### src/rtl/multi_cycle_ctrl_pkg.sv
`default_nettype none
// ============================================================================
// Module  : multi_cycle_ctrl_pkg
// Brief   : Opcode, state and ALU-op encodings plus the control-word type
//           shared by the multi-cycle MIPS control FSM.
// Revision: 1.0 - initial release
// ============================================================================
package multi_cycle_ctrl_pkg;

    localparam logic [5:0] OP_R    = 6'b000000;
    localparam logic [5:0] OP_LW   = 6'b100011;
    localparam logic [5:0] OP_SW   = 6'b101011;
    localparam logic [5:0] OP_BEQ  = 6'b000100;
    localparam logic [5:0] OP_BNE  = 6'b000101;
    localparam logic [5:0] OP_J    = 6'b000010;
    localparam logic [5:0] OP_ADDI = 6'b001000;
    localparam logic [5:0] OP_ANDI = 6'b001100;

    localparam logic [3:0] S_FETCH     = 4'd0;
    localparam logic [3:0] S_DECODE    = 4'd1;
    localparam logic [3:0] S_MEM_ADDR  = 4'd2;
    localparam logic [3:0] S_MEM_READ  = 4'd3;
    localparam logic [3:0] S_MEM_WB    = 4'd4;
    localparam logic [3:0] S_MEM_WRITE = 4'd5;
    localparam logic [3:0] S_EXECUTE   = 4'd6;
    localparam logic [3:0] S_R_WB      = 4'd7;
    localparam logic [3:0] S_BRANCH    = 4'd8;
    localparam logic [3:0] S_JUMP      = 4'd9;
    localparam logic [3:0] S_IMM_EXEC  = 4'd10;
    localparam logic [3:0] S_IMM_WB    = 4'd11;

    // Must match the downstream ALU control decoder.
    localparam logic [1:0] ALU_ADD   = 2'b00;
    localparam logic [1:0] ALU_SUB   = 2'b01;
    localparam logic [1:0] ALU_FUNCT = 2'b10;
    localparam logic [1:0] ALU_AND   = 2'b11;

    localparam logic [1:0] SRCB_B     = 2'b00;
    localparam logic [1:0] SRCB_FOUR  = 2'b01;
    localparam logic [1:0] SRCB_IMM   = 2'b10;
    localparam logic [1:0] SRCB_IMMSH = 2'b11;

    localparam logic [1:0] PCSRC_ALU    = 2'b00;
    localparam logic [1:0] PCSRC_ALUOUT = 2'b01;
    localparam logic [1:0] PCSRC_JUMP   = 2'b10;

    typedef struct packed {
        logic       pc_write;
        logic       iord;
        logic       mem_read;
        logic       mem_write;
        logic       ir_write;
        logic       reg_dst;
        logic       mem_to_reg;
        logic       reg_write;
        logic       alu_src_a;
        logic [1:0] alu_src_b;
        logic [1:0] alu_op;
        logic [1:0] pc_source;
        logic       illegal;
    } ctrl_t;

    function automatic logic is_legal_op(input logic [5:0] op);
        case (op)
            OP_R, OP_LW, OP_SW, OP_BEQ, OP_BNE, OP_J, OP_ADDI, OP_ANDI: return 1'b1;
            default: return 1'b0;
        endcase
    endfunction

endpackage
`default_nettype wire

### src/rtl/multi_cycle_ctrl_out_decode.sv
`default_nettype none
// ============================================================================
// Module  : ctrl_out_decode
// Brief   : Combinational state + opcode to datapath control-word decoder.
// Revision: 1.0 - initial release
// ============================================================================
module ctrl_out_decode
    import multi_cycle_ctrl_pkg::*;
(
    input  logic [3:0] state_i,
    input  logic [5:0] opcode_i,
    input  logic       zero_i,
    input  logic       mem_ready_i,
    output ctrl_t      cw_o
);

    always_comb begin
        cw_o = '0;
        case (state_i)
            S_FETCH: begin
                cw_o.mem_read  = 1'b1;
                cw_o.alu_src_b = SRCB_FOUR;
                cw_o.ir_write  = mem_ready_i;
                cw_o.pc_write  = mem_ready_i;
            end
            S_DECODE: begin
                cw_o.alu_src_b = SRCB_IMMSH;
                cw_o.illegal   = ~is_legal_op(opcode_i);
            end
            S_MEM_ADDR: begin
                cw_o.alu_src_a = 1'b1;
                cw_o.alu_src_b = SRCB_IMM;
            end
            S_MEM_READ: begin
                cw_o.mem_read = 1'b1;
                cw_o.iord     = 1'b1;
            end
            S_MEM_WB: begin
                cw_o.reg_write  = 1'b1;
                cw_o.mem_to_reg = 1'b1;
            end
            S_MEM_WRITE: begin
                cw_o.mem_write = 1'b1;
                cw_o.iord      = 1'b1;
            end
            S_EXECUTE: begin
                cw_o.alu_src_a = 1'b1;
                cw_o.alu_src_b = SRCB_B;
                cw_o.alu_op    = ALU_FUNCT;
            end
            S_R_WB: begin
                cw_o.reg_write = 1'b1;
                cw_o.reg_dst   = 1'b1;
            end
            S_BRANCH: begin
                cw_o.alu_src_a = 1'b1;
                cw_o.alu_src_b = SRCB_B;
                cw_o.alu_op    = ALU_SUB;
                cw_o.pc_source = PCSRC_ALUOUT;
                cw_o.pc_write  = (opcode_i == OP_BNE) ? ~zero_i : zero_i;
            end
            S_JUMP: begin
                cw_o.pc_source = PCSRC_JUMP;
                cw_o.pc_write  = 1'b1;
            end
            S_IMM_EXEC: begin
                cw_o.alu_src_a = 1'b1;
                cw_o.alu_src_b = SRCB_IMM;
                cw_o.alu_op    = (opcode_i == OP_ANDI) ? ALU_AND : ALU_ADD;
            end
            S_IMM_WB: begin
                cw_o.reg_write = 1'b1;
            end
            default: cw_o = '0;
        endcase
    end

endmodule
`default_nettype wire

### src/rtl/multi_cycle_ctrl.sv
`default_nettype none
// ============================================================================
// Module  : multi_cycle_ctrl
// Brief   : Main control FSM of the multi-cycle MIPS datapath with a
//           retired-instruction counter.
// Revision: 1.0 - initial release
// ============================================================================
module multi_cycle_ctrl
    import multi_cycle_ctrl_pkg::*;
#(
    parameter int COUNT_W = 32
) (
    input  logic               clk,
    input  logic               reset,
    input  logic [5:0]         opcode,
    input  logic               zero,
    input  logic               mem_ready,
    output logic               pc_write,
    output logic               iord,
    output logic               mem_read,
    output logic               mem_write,
    output logic               ir_write,
    output logic               reg_dst,
    output logic               mem_to_reg,
    output logic               reg_write,
    output logic               alu_src_a,
    output logic [1:0]         alu_src_b,
    output logic [1:0]         alu_op,
    output logic [1:0]         pc_source,
    output logic               illegal,
    output logic [COUNT_W-1:0] retired,
    output logic [3:0]         state
);

    logic [3:0]         state_q, state_d;
    logic [COUNT_W-1:0] retired_q, retired_d;
    logic               retire_w;
    ctrl_t              cw_w, cw_gated_w;

    always_ff @(posedge clk or posedge reset) begin
        if (reset) begin
            state_q   <= S_FETCH;
            retired_q <= '0;
        end else begin
            state_q   <= state_d;
            retired_q <= retired_d;
        end
    end

    always_comb begin
        state_d  = S_FETCH;
        retire_w = 1'b0;
        case (state_q)
            S_FETCH:    state_d = mem_ready ? S_DECODE : S_FETCH;
            S_DECODE: begin
                case (opcode)
                    OP_LW, OP_SW:     state_d = S_MEM_ADDR;
                    OP_R:             state_d = S_EXECUTE;
                    OP_BEQ, OP_BNE:   state_d = S_BRANCH;
                    OP_J:             state_d = S_JUMP;
                    OP_ADDI, OP_ANDI: state_d = S_IMM_EXEC;
                    default:          state_d = S_FETCH;
                endcase
            end
            S_MEM_ADDR: begin
                if (opcode == OP_LW)      state_d = S_MEM_READ;
                else if (opcode == OP_SW) state_d = S_MEM_WRITE;
                else                      state_d = S_FETCH;
            end
            S_MEM_READ: state_d = mem_ready ? S_MEM_WB : S_MEM_READ;
            S_MEM_WRITE: begin
                state_d  = mem_ready ? S_FETCH : S_MEM_WRITE;
                retire_w = mem_ready;
            end
            S_EXECUTE:  state_d = S_R_WB;
            S_IMM_EXEC: state_d = S_IMM_WB;
            S_MEM_WB, S_R_WB, S_IMM_WB, S_BRANCH, S_JUMP: begin
                state_d  = S_FETCH;
                retire_w = 1'b1;
            end
            default:    state_d = S_FETCH;
        endcase
        retired_d = retired_q + COUNT_W'(retire_w);
    end

    ctrl_out_decode u_decode (
        .state_i     (state_q),
        .opcode_i    (opcode),
        .zero_i      (zero),
        .mem_ready_i (mem_ready),
        .cw_o        (cw_w)
    );

    // Reset masks the control word so FETCH's read request is not issued while held.
    always_comb begin
        cw_gated_w = reset ? '0 : cw_w;
        pc_write   = cw_gated_w.pc_write;
        iord       = cw_gated_w.iord;
        mem_read   = cw_gated_w.mem_read;
        mem_write  = cw_gated_w.mem_write;
        ir_write   = cw_gated_w.ir_write;
        reg_dst    = cw_gated_w.reg_dst;
        mem_to_reg = cw_gated_w.mem_to_reg;
        reg_write  = cw_gated_w.reg_write;
        alu_src_a  = cw_gated_w.alu_src_a;
        alu_src_b  = cw_gated_w.alu_src_b;
        alu_op     = cw_gated_w.alu_op;
        pc_source  = cw_gated_w.pc_source;
        illegal    = cw_gated_w.illegal;
        retired    = retired_q;
        state      = state_q;
    end

endmodule
`default_nettype wire

### config.mk
export PLATFORM = sky130hd
export DESIGN_NAME = multi_cycle_ctrl
export DESIGN_NICKNAME = d
export VERILOG_FILES = /design/src/rtl/multi_cycle_ctrl_pkg.sv /design/src/rtl/multi_cycle_ctrl_out_decode.sv /design/src/rtl/multi_cycle_ctrl.sv
export SDC_FILE = /design/constraint.sdc
export NUM_CORES = 1
export LEC_CHECK = 0
export BUFFER_PORTS_ARGS = -buffer_cell sky130_fd_sc_hd__buf_2
export CORE_ASPECT_RATIO = 0.5
export CORE_UTILIZATION = 35
export CTS_CLUSTER_SIZE = 14
export DETAILED_ROUTE_END_ITERATION = 8
export PLACE_DENSITY = 0.63
export REMOVE_ABC_BUFFERS = 1
export SYNTH_ARGS = -nofsm -noshare
export SYNTH_HDL_FRONTEND = slang
export SYNTH_HIERARCHICAL = 1
export SYNTH_SLANG_ARGS = --single-unit
### constraint.sdc
create_clock -name clk -period 7.7 [get_ports clk]
set_clock_uncertainty 0.2 [all_clocks]
set_input_delay 1.155 -clock clk [delete_from_list [all_inputs] [get_ports clk]]
set_output_delay 1.155 -clock clk [all_outputs]
set_load 0.1 [all_outputs]
==> results.md, run 1 <==
* CP Launch Type: input pin
* Routed Antenna Nets at 0
* Seq/Total Area, Yosys at 40.04%
* Diode count at 0
* Synth Area in XOR/XNOR at 12.46%
* Minimum clock period at 3918 ps
* Relative slew margins at 49.31%
* Core area at 6131 um^2
* Largest net degree at the start of global routing at 37
* Reg power frac at 37.6%
* Max incr delay on CP at 430 ps
* Max Cap Violations at 0
* Starting Density at 36.69%
* Slowest CP cell: buf_2
* GRT overflow at 0
* Max VDD drop at 0.09387 mV
* Ys Warns at 6
* Setup TNS at 0 ps
* Vias per cell at 5.042
* Global-route wire length before repair at 8045 um
* Area Growth Syn to Fin at 23.64%
* Placer congestion estimate at 0.7749
* Clock sinks at 36
* Syn avg cell area at 9.824 um^2
* Reg2reg start: state[1]$_DFF_PP0_
* Die X at 115.4 um
* Worst hold path type: flip-flop to flip-flop
* Mapped Cells at 229
* Clock-pin slew on the worst setup and hold paths at 50 ps
* Number of global-route vias before repair at 1672
* Reg2Reg Capture Point: retired[12]$_DFF_PP0_
* Slew Viols, Final at 0
* Avg WL per Cell at 12.94 um
* Max frequency at 255.3 MHz
* Setup Crit Path Kind: input pin to output port
* Row Count at 20
* Layout cells sized above 1 at 30.00%
* Mux share of post-synthesis cell area at 0%
* Status: completed
* Hold Violations, Final at 0
* DR iter-0 viols at 36
* Worst Path Required at 6340 ps
* Htree depth at 2
* Pwr dens at 207.0 nW/um^2
* Gr usage total at 15.20%
* CTS tree: done
* Resized Gates After CTS at 0
* Post-synth cell types at 50
* Final cell count without fillers at 378
* Fin nets at 302
* Final hold slack at 262.3 ps
* Logic pwr share at 26.5%
* Most common cell after layout, fill and taps aside: buf_2
* DRT Wirelength at 4891 um
* Setup violations, final at 0
* Int Pwr at 0.0003614 W
* Clock power frac at 35.9%
* Hpwl dp at 3379 um
* Worst Tran Pin Value at 760.3 ps
* Most frequent cells in the layout: 61 x buf_2, 36 x dfrtp_1, 21 x xnor2_1
* Clk_lat worst skew at 280 ps
* Final Cycle Share at 50.88%
* Die area at 6772 um^2
* Cts hold-fix bufs at 0
* Clock buffer depth at 2
* # Post-CTS Setup Buffers at 0
* Port bufs at 61
* Die Y-Extent at 58.69 um
* DRT Pass-1 Iters at 4
* Static leakage at 1.320 nW
* Synth Register Bits at 36
* Cell-by-cell trace of the critical path: buf_2, nor2b_1, a2111o_1, o311ai_1, nor2b_1, buf_2
* Critical path startpoint: opcode[0]
* DP Cell Count at 371
* Switch share at 37.24%
* Hold path cells at 1
* Worst R2R Setup Slack at 4660 ps
* IO Count at 62
* Adder and majority gate portion of the synthesized area at 1.112%
* Post-route DRC violation count at 0
* CTS Root Cell: clkbuf_16
* Crit end category: output port
* Crit path max fanout at 10
* Post-synth EDFFs at 0
* CTS Buf Count at 5
* Pwr Total at 0.0005759 W
* Detailed-route via count at 1906
* Compound-Gate Fraction of Synth Area at 8.065%
* RSZ-0062 raised after global routing: false
* Simple-Gate Fraction of Synth Area at 35.54%
* Async set-reset flop share out of synthesis at 100.0%
* Worst path arrival time at 2560 ps
* Mapped Area at 2250 um^2
* Sw power at 0.0002144 W
* Largest family of logic cells by synthesized area: simple AND/OR/NAND/NOR gates
* Initial antenna violation count at 0
* Path depth of the worst reg2reg path at 9
* Most common flop cell mapped by yosys: dfrtp_1
* Critical path destination: pc_write
==> sequential cells by signal, indices dropped and copies added, names as in the netlist <==
signal / count
retired: 32
state: 4
==> worst min-delay path by stage <==
stage / from / to
final: retired[31]$_DFF_PP0_ / retired[31]$_DFF_PP0_
after global routing: retired[31]$_DFF_PP0_ / retired[31]$_DFF_PP0_
after CTS: retired[31]$_DFF_PP0_ / retired[31]$_DFF_PP0_
after detailed placement: retired[31]$_DFF_PP0_ / retired[31]$_DFF_PP0_
after global placement: retired[31]$_DFF_PP0_ / retired[31]$_DFF_PP0_
after floorplan: retired[8]$_DFF_PP0_ / retired[9]$_DFF_PP0_
==> power groups by stage <==
stage	registers, W	clock network [W]	logic [W]
after floorplan	0.000294	0	0.0000489
after global placement	0.000219	0	0.000152
after detailed placement	0.000220	0	0.000153
after CTS	0.000217	0.000211	0.000153
after global routing	0.000219	0.000221	0.000160
final	0.000217	0.000207	0.000153
==> cells in the mapped netlist (4+ instances only) <==
master     n  share of area [%]
nor4_2     7                3.9
nand2b_1   5                1.4
nand3_1   11                2.4
nor2_1    13                2.2
buf_2      5                1.1
inv_1      5               0.83
a21oi_1    5                1.1
nand4_1    8                2.2
nor2b_1   20                5.6
nor3b_1    4                1.3
nor3_1     5                1.1
xor2_1    11                4.3
nand2_1   19                3.2
a211oi_1   6                2.0
dfrtp_1   36                 40
xnor2_1   21                8.2
==> critical path, delay by kind of cell <==
family | cells | cell delay (ps)
buffers and inverters | 2 | 590
AO/OA/AOI/OAI | 2 | 500
AND/OR/NAND/NOR | 2 | 320
==> logic make-up after synthesis <==
family	after synthesis
AOI/OAI and AO/OA	25
xor gates and xnor gates	32
adders and majority gates	2
buffers and inverters	13
DFF	36
and+or+nand+nor	121
==> routing by layer <==
layer | global-route usage [%] | vias up | wire (um)
met5 | 0 | - | 0
met4 | 4.453 | 0 | 30
met3 | 3.913 | 5 | 221
met2 | 24.21 | 44 | 2215
met1 | 20.56 | 901 | 2424
li1 | - | 956 | -
==> layout make-up <==
cell class,count,area (um^2)
clock buffer,7,152.6
fill,607,3349
inverter,5,18.77
multi-input combinational,180,1286
sequential,36,900.9
tap,88,110.1
timing repair buffer,62,312.8
==> per-stage QoR <==
| stage | utilization, % | worst slack, ps | instance area [um^2] |
|---|---|---|---|
| after floorplan | - | 3113 | 2206 |
| after global placement | 42.88 | 3808 | 2629 |
| after detailed placement | 42.88 | 3787 | 2629 |
| after CTS | 45.37 | 3783 | 2781 |
| after global routing | 45.37 | 3667 | 2781 |
| final | 45.37 | 3782 | 2781 |
No activity file was read; power rests on OpenSTA's default activity.
==> run 2: changes to the inputs <==
==> constraint.sdc (replaced) <==
create_clock -name clk -period 3.89 [get_ports clk]
set_clock_uncertainty 0.2 [all_clocks]
set_input_delay 0.5835 -clock clk [delete_from_list [all_inputs] [get_ports clk]]
set_output_delay 0.5835 -clock clk [all_outputs]
set_load 0.1 [all_outputs]
==> run 2 against run 1 <==
Net effect:
- utilization increased by 0.18 points
- worst setup slack lost 3000 ps
- clock-buffer cell count is 1 lower
- register-to-register slack got worse by 3800 ps
- critical path depth down 1
- critical endpoint unchanged
- global-route usage is 0.60 points higher
- final cell count increased by 0.26%
- largest cell class unchanged
- first-iteration DRC count up 56%
- non-clock buffer count unchanged
- die area unchanged
==> results.md, run 2 (synthesis results as in run 1) <==
* Post-route DRC violation count at 0 (unchanged)
* Logic pwr share at 25.7% (was 26.5%)
* DRT Wirelength at 4912 um (was 4891 um)
* Clock buffer depth at 2 (unchanged)
* Final Cycle Share at 79.37%
* CP Launch Type: flip-flop (was input pin)
* GRT overflow at 0 (unchanged)
* Metal-1 WL at 2400 um (was 2424 um)
* Slew Viols, Final at 0 (unchanged)
* Worst Path Required at 3110 ps (was 6340 ps)
* Diode count at 0 (unchanged)
* DR WL met3 at 215 um (was 221 um)
* Reg power frac at 36.4% (was 37.6%)
* Worst R2R Setup Slack at 910 ps (was 4660 ps)
* Worst Tran Pin Value at 756.2 ps (was 760.3 ps)
* CTS Buf Count at 5 (unchanged)
* Gr usage total at 15.80% (was 15.20%)
* Routed Antenna Nets at 0 (unchanged)
* Area Growth Syn to Fin at 24.14% (was 23.64%)
* Largest net degree at the start of global routing at 25 (was 37)
* Core area at 6131 um^2 (unchanged)
* CTS Root Cell: clkbuf_16 (unchanged)
* DR iter-0 viols at 56 (was 36)
* Initial antenna violation count at 0 (unchanged)
* Resized Gates After CTS at 0 (unchanged)
* Sw power at 0.0004327 W (was 0.0002144 W)
* Hpwl dp at 3512 um (was 3379 um)
* Minimum clock period at 3087 ps
* Met2 WL at 2228 um (was 2215 um)
* Final core utilization at 45.55% (was 45.37%)
* Placed Area at 2629 um^2 (unchanged)
* Worst hold path type: flip-flop to flip-flop (unchanged)
* Static leakage at 1.325 nW (was 1.320 nW)
* Uppermost layer routed: met4 (unchanged)
* Die X at 115.4 um (unchanged)
* Placer congestion estimate at 0.8502 (was 0.7749)
* Most frequent cells in the layout: 61 x buf_2, 36 x dfrtp_1, 21 x xnor2_1 (unchanged)
* # Post-CTS Setup Buffers at 0 (unchanged)
* Clk_lat worst skew at 280 ps (about the same)
* Pwr dens at 422.9 nW/um^2 (was 207.0 nW/um^2)
* Layout cells sized above 1 at 29.90% (was 30.00%)
* Clock-pin slew on the worst setup and hold paths at 60 ps (was 50 ps)
* Port bufs at 61 (unchanged)
* Most common cell after layout, fill and taps aside: buf_2 (unchanged)
* Global-route wire length before repair at 8321 um (was 8045 um)
* CTS tree: done (unchanged)
* Status: completed (unchanged)
* Final worst slack at 802.7 ps (was 3782 ps)
* RSZ-0062 raised after global routing: false (unchanged)
* Vias per cell at 5.098 (was 5.042)
* Row Count at 20 (unchanged)
* Clock power frac at 37.9% (was 35.9%)
* Setup Crit Path Kind: flip-flop to output port (was input pin to output port)
* Avg WL per Cell at 12.96 um (was 12.94 um)
* Worst path arrival time at 2300 ps (was 2560 ps)
* Die Y-Extent at 58.69 um (unchanged)
* IO Count at 62 (unchanged)
* Number of global-route vias before repair at 1693 (was 1672)
* Max frequency at 323.9 MHz
* Crit path max fanout at 20 (was 10)
* Final hold slack at 258.8 ps (was 262.3 ps)
* Hold Violations, Final at 0 (unchanged)
* Max Cap Violations at 0 (unchanged)
* Die area at 6772 um^2 (unchanged)
* Relative slew margins at 49.59% (was 49.31%)
* Max VDD drop at 0.2001 mV (was 0.09387 mV)
* Int Pwr at 0.0007483 W (was 0.0003614 W)
* Htree depth at 2 (unchanged)
* Setup violations, final at 0 (unchanged)
* Detailed-route via count at 1932 (was 1906)
* Starting Density at 36.69% (unchanged)
* Fin area at 2793 um^2 (was 2781 um^2)
* Cts hold-fix bufs at 0 (unchanged)
* DRT Pass-1 Iters at 4 (unchanged)
* Switch share at 36.64% (was 37.24%)
* Clock sinks at 36 (unchanged)
* Pre-CTS WS at 973.6 ps (was 3787 ps)
* Fin nets at 302 (unchanged)
* Crit end category: output port (unchanged)
* Largest register FFs at 32 (unchanged)
==> run 2: cell types whose count changed in the layout (fill, tap and decap cells not counted) <==
cell	previous run	this run
clkbuf_8	2	0
bufinv_16	0	1
clkbuf_1	0	1
clkinv_2	0	1
==> run 2: metal layers <==
metal	GRT usage (%)	vias to the layer above
li1	-	945
met3	3.296	9
met5	0	-
met2	23.87	39
met1	22.14	939
met4	6.679	0
==> run 2: power groups by stage <==
| stage | combinational, W | clock, W | sequential (W) |
|---|---|---|---|
| floorplan | 0.0000968 | 0 | 0.000582 |
| global placement | 0.000302 | 0 | 0.000434 |
| detailed placement | 0.000304 | 0 | 0.000436 |
| CTS | 0.000305 | 0.000459 | 0.000429 |
| global route | 0.000317 | 0.000478 | 0.000434 |
| finish | 0.000303 | 0.000448 | 0.000430 |
==> run 2: critical path, cell delays in order, from the launching register on <==
cell and delay [ps]:
dfrtp_1 610, or2_4 380, a2111o_1 350, o311ai_1 70
nor2b_1 170, buf_2 430
==> run 2: worst paths after layout <==
kind	from	endpoint	cells past startpoint
setup reg to reg	state[1]$_DFF_PP0_	retired[28]$_DFF_PP0_	9
hold reg to reg	retired[31]$_DFF_PP0_	retired[31]$_DFF_PP0_	1
max in group asynchronous	reset	retired[9]$_DFF_PP0_	3
setup / recovery	state[0]$_DFF_PP0_	pc_write	5
hold / removal	retired[31]$_DFF_PP0_	retired[31]$_DFF_PP0_	1
min in group asynchronous	reset	retired[12]$_DFF_PP0_	2
==> run 2: final cells by class <==
class	instances	area [um^2]
clock buffer	6	128.9
timing repair buffer	62	312.8
clock inverter	2	35.03
tap	88	110.1
inverter	5	18.77
sequential	36	900.9
multi-input combinational	180	1286
fill	600	3338
==> run 2: through the flow <==
| stage | std cells | total power, W | setup TNS, ps |
|---|---|---|---|
| final | 379 | 0.001181 | 0 |
| after global routing | 379 | 0.001230 | 0 |
| after CTS | 379 | 0.001193 | 0 |
| after detailed placement | 371 | 0.0007402 | 0 |
| after global placement | 371 | 0.0007356 | 0 |
| after floorplan | 221 | 0.0006790 | -261.4 |
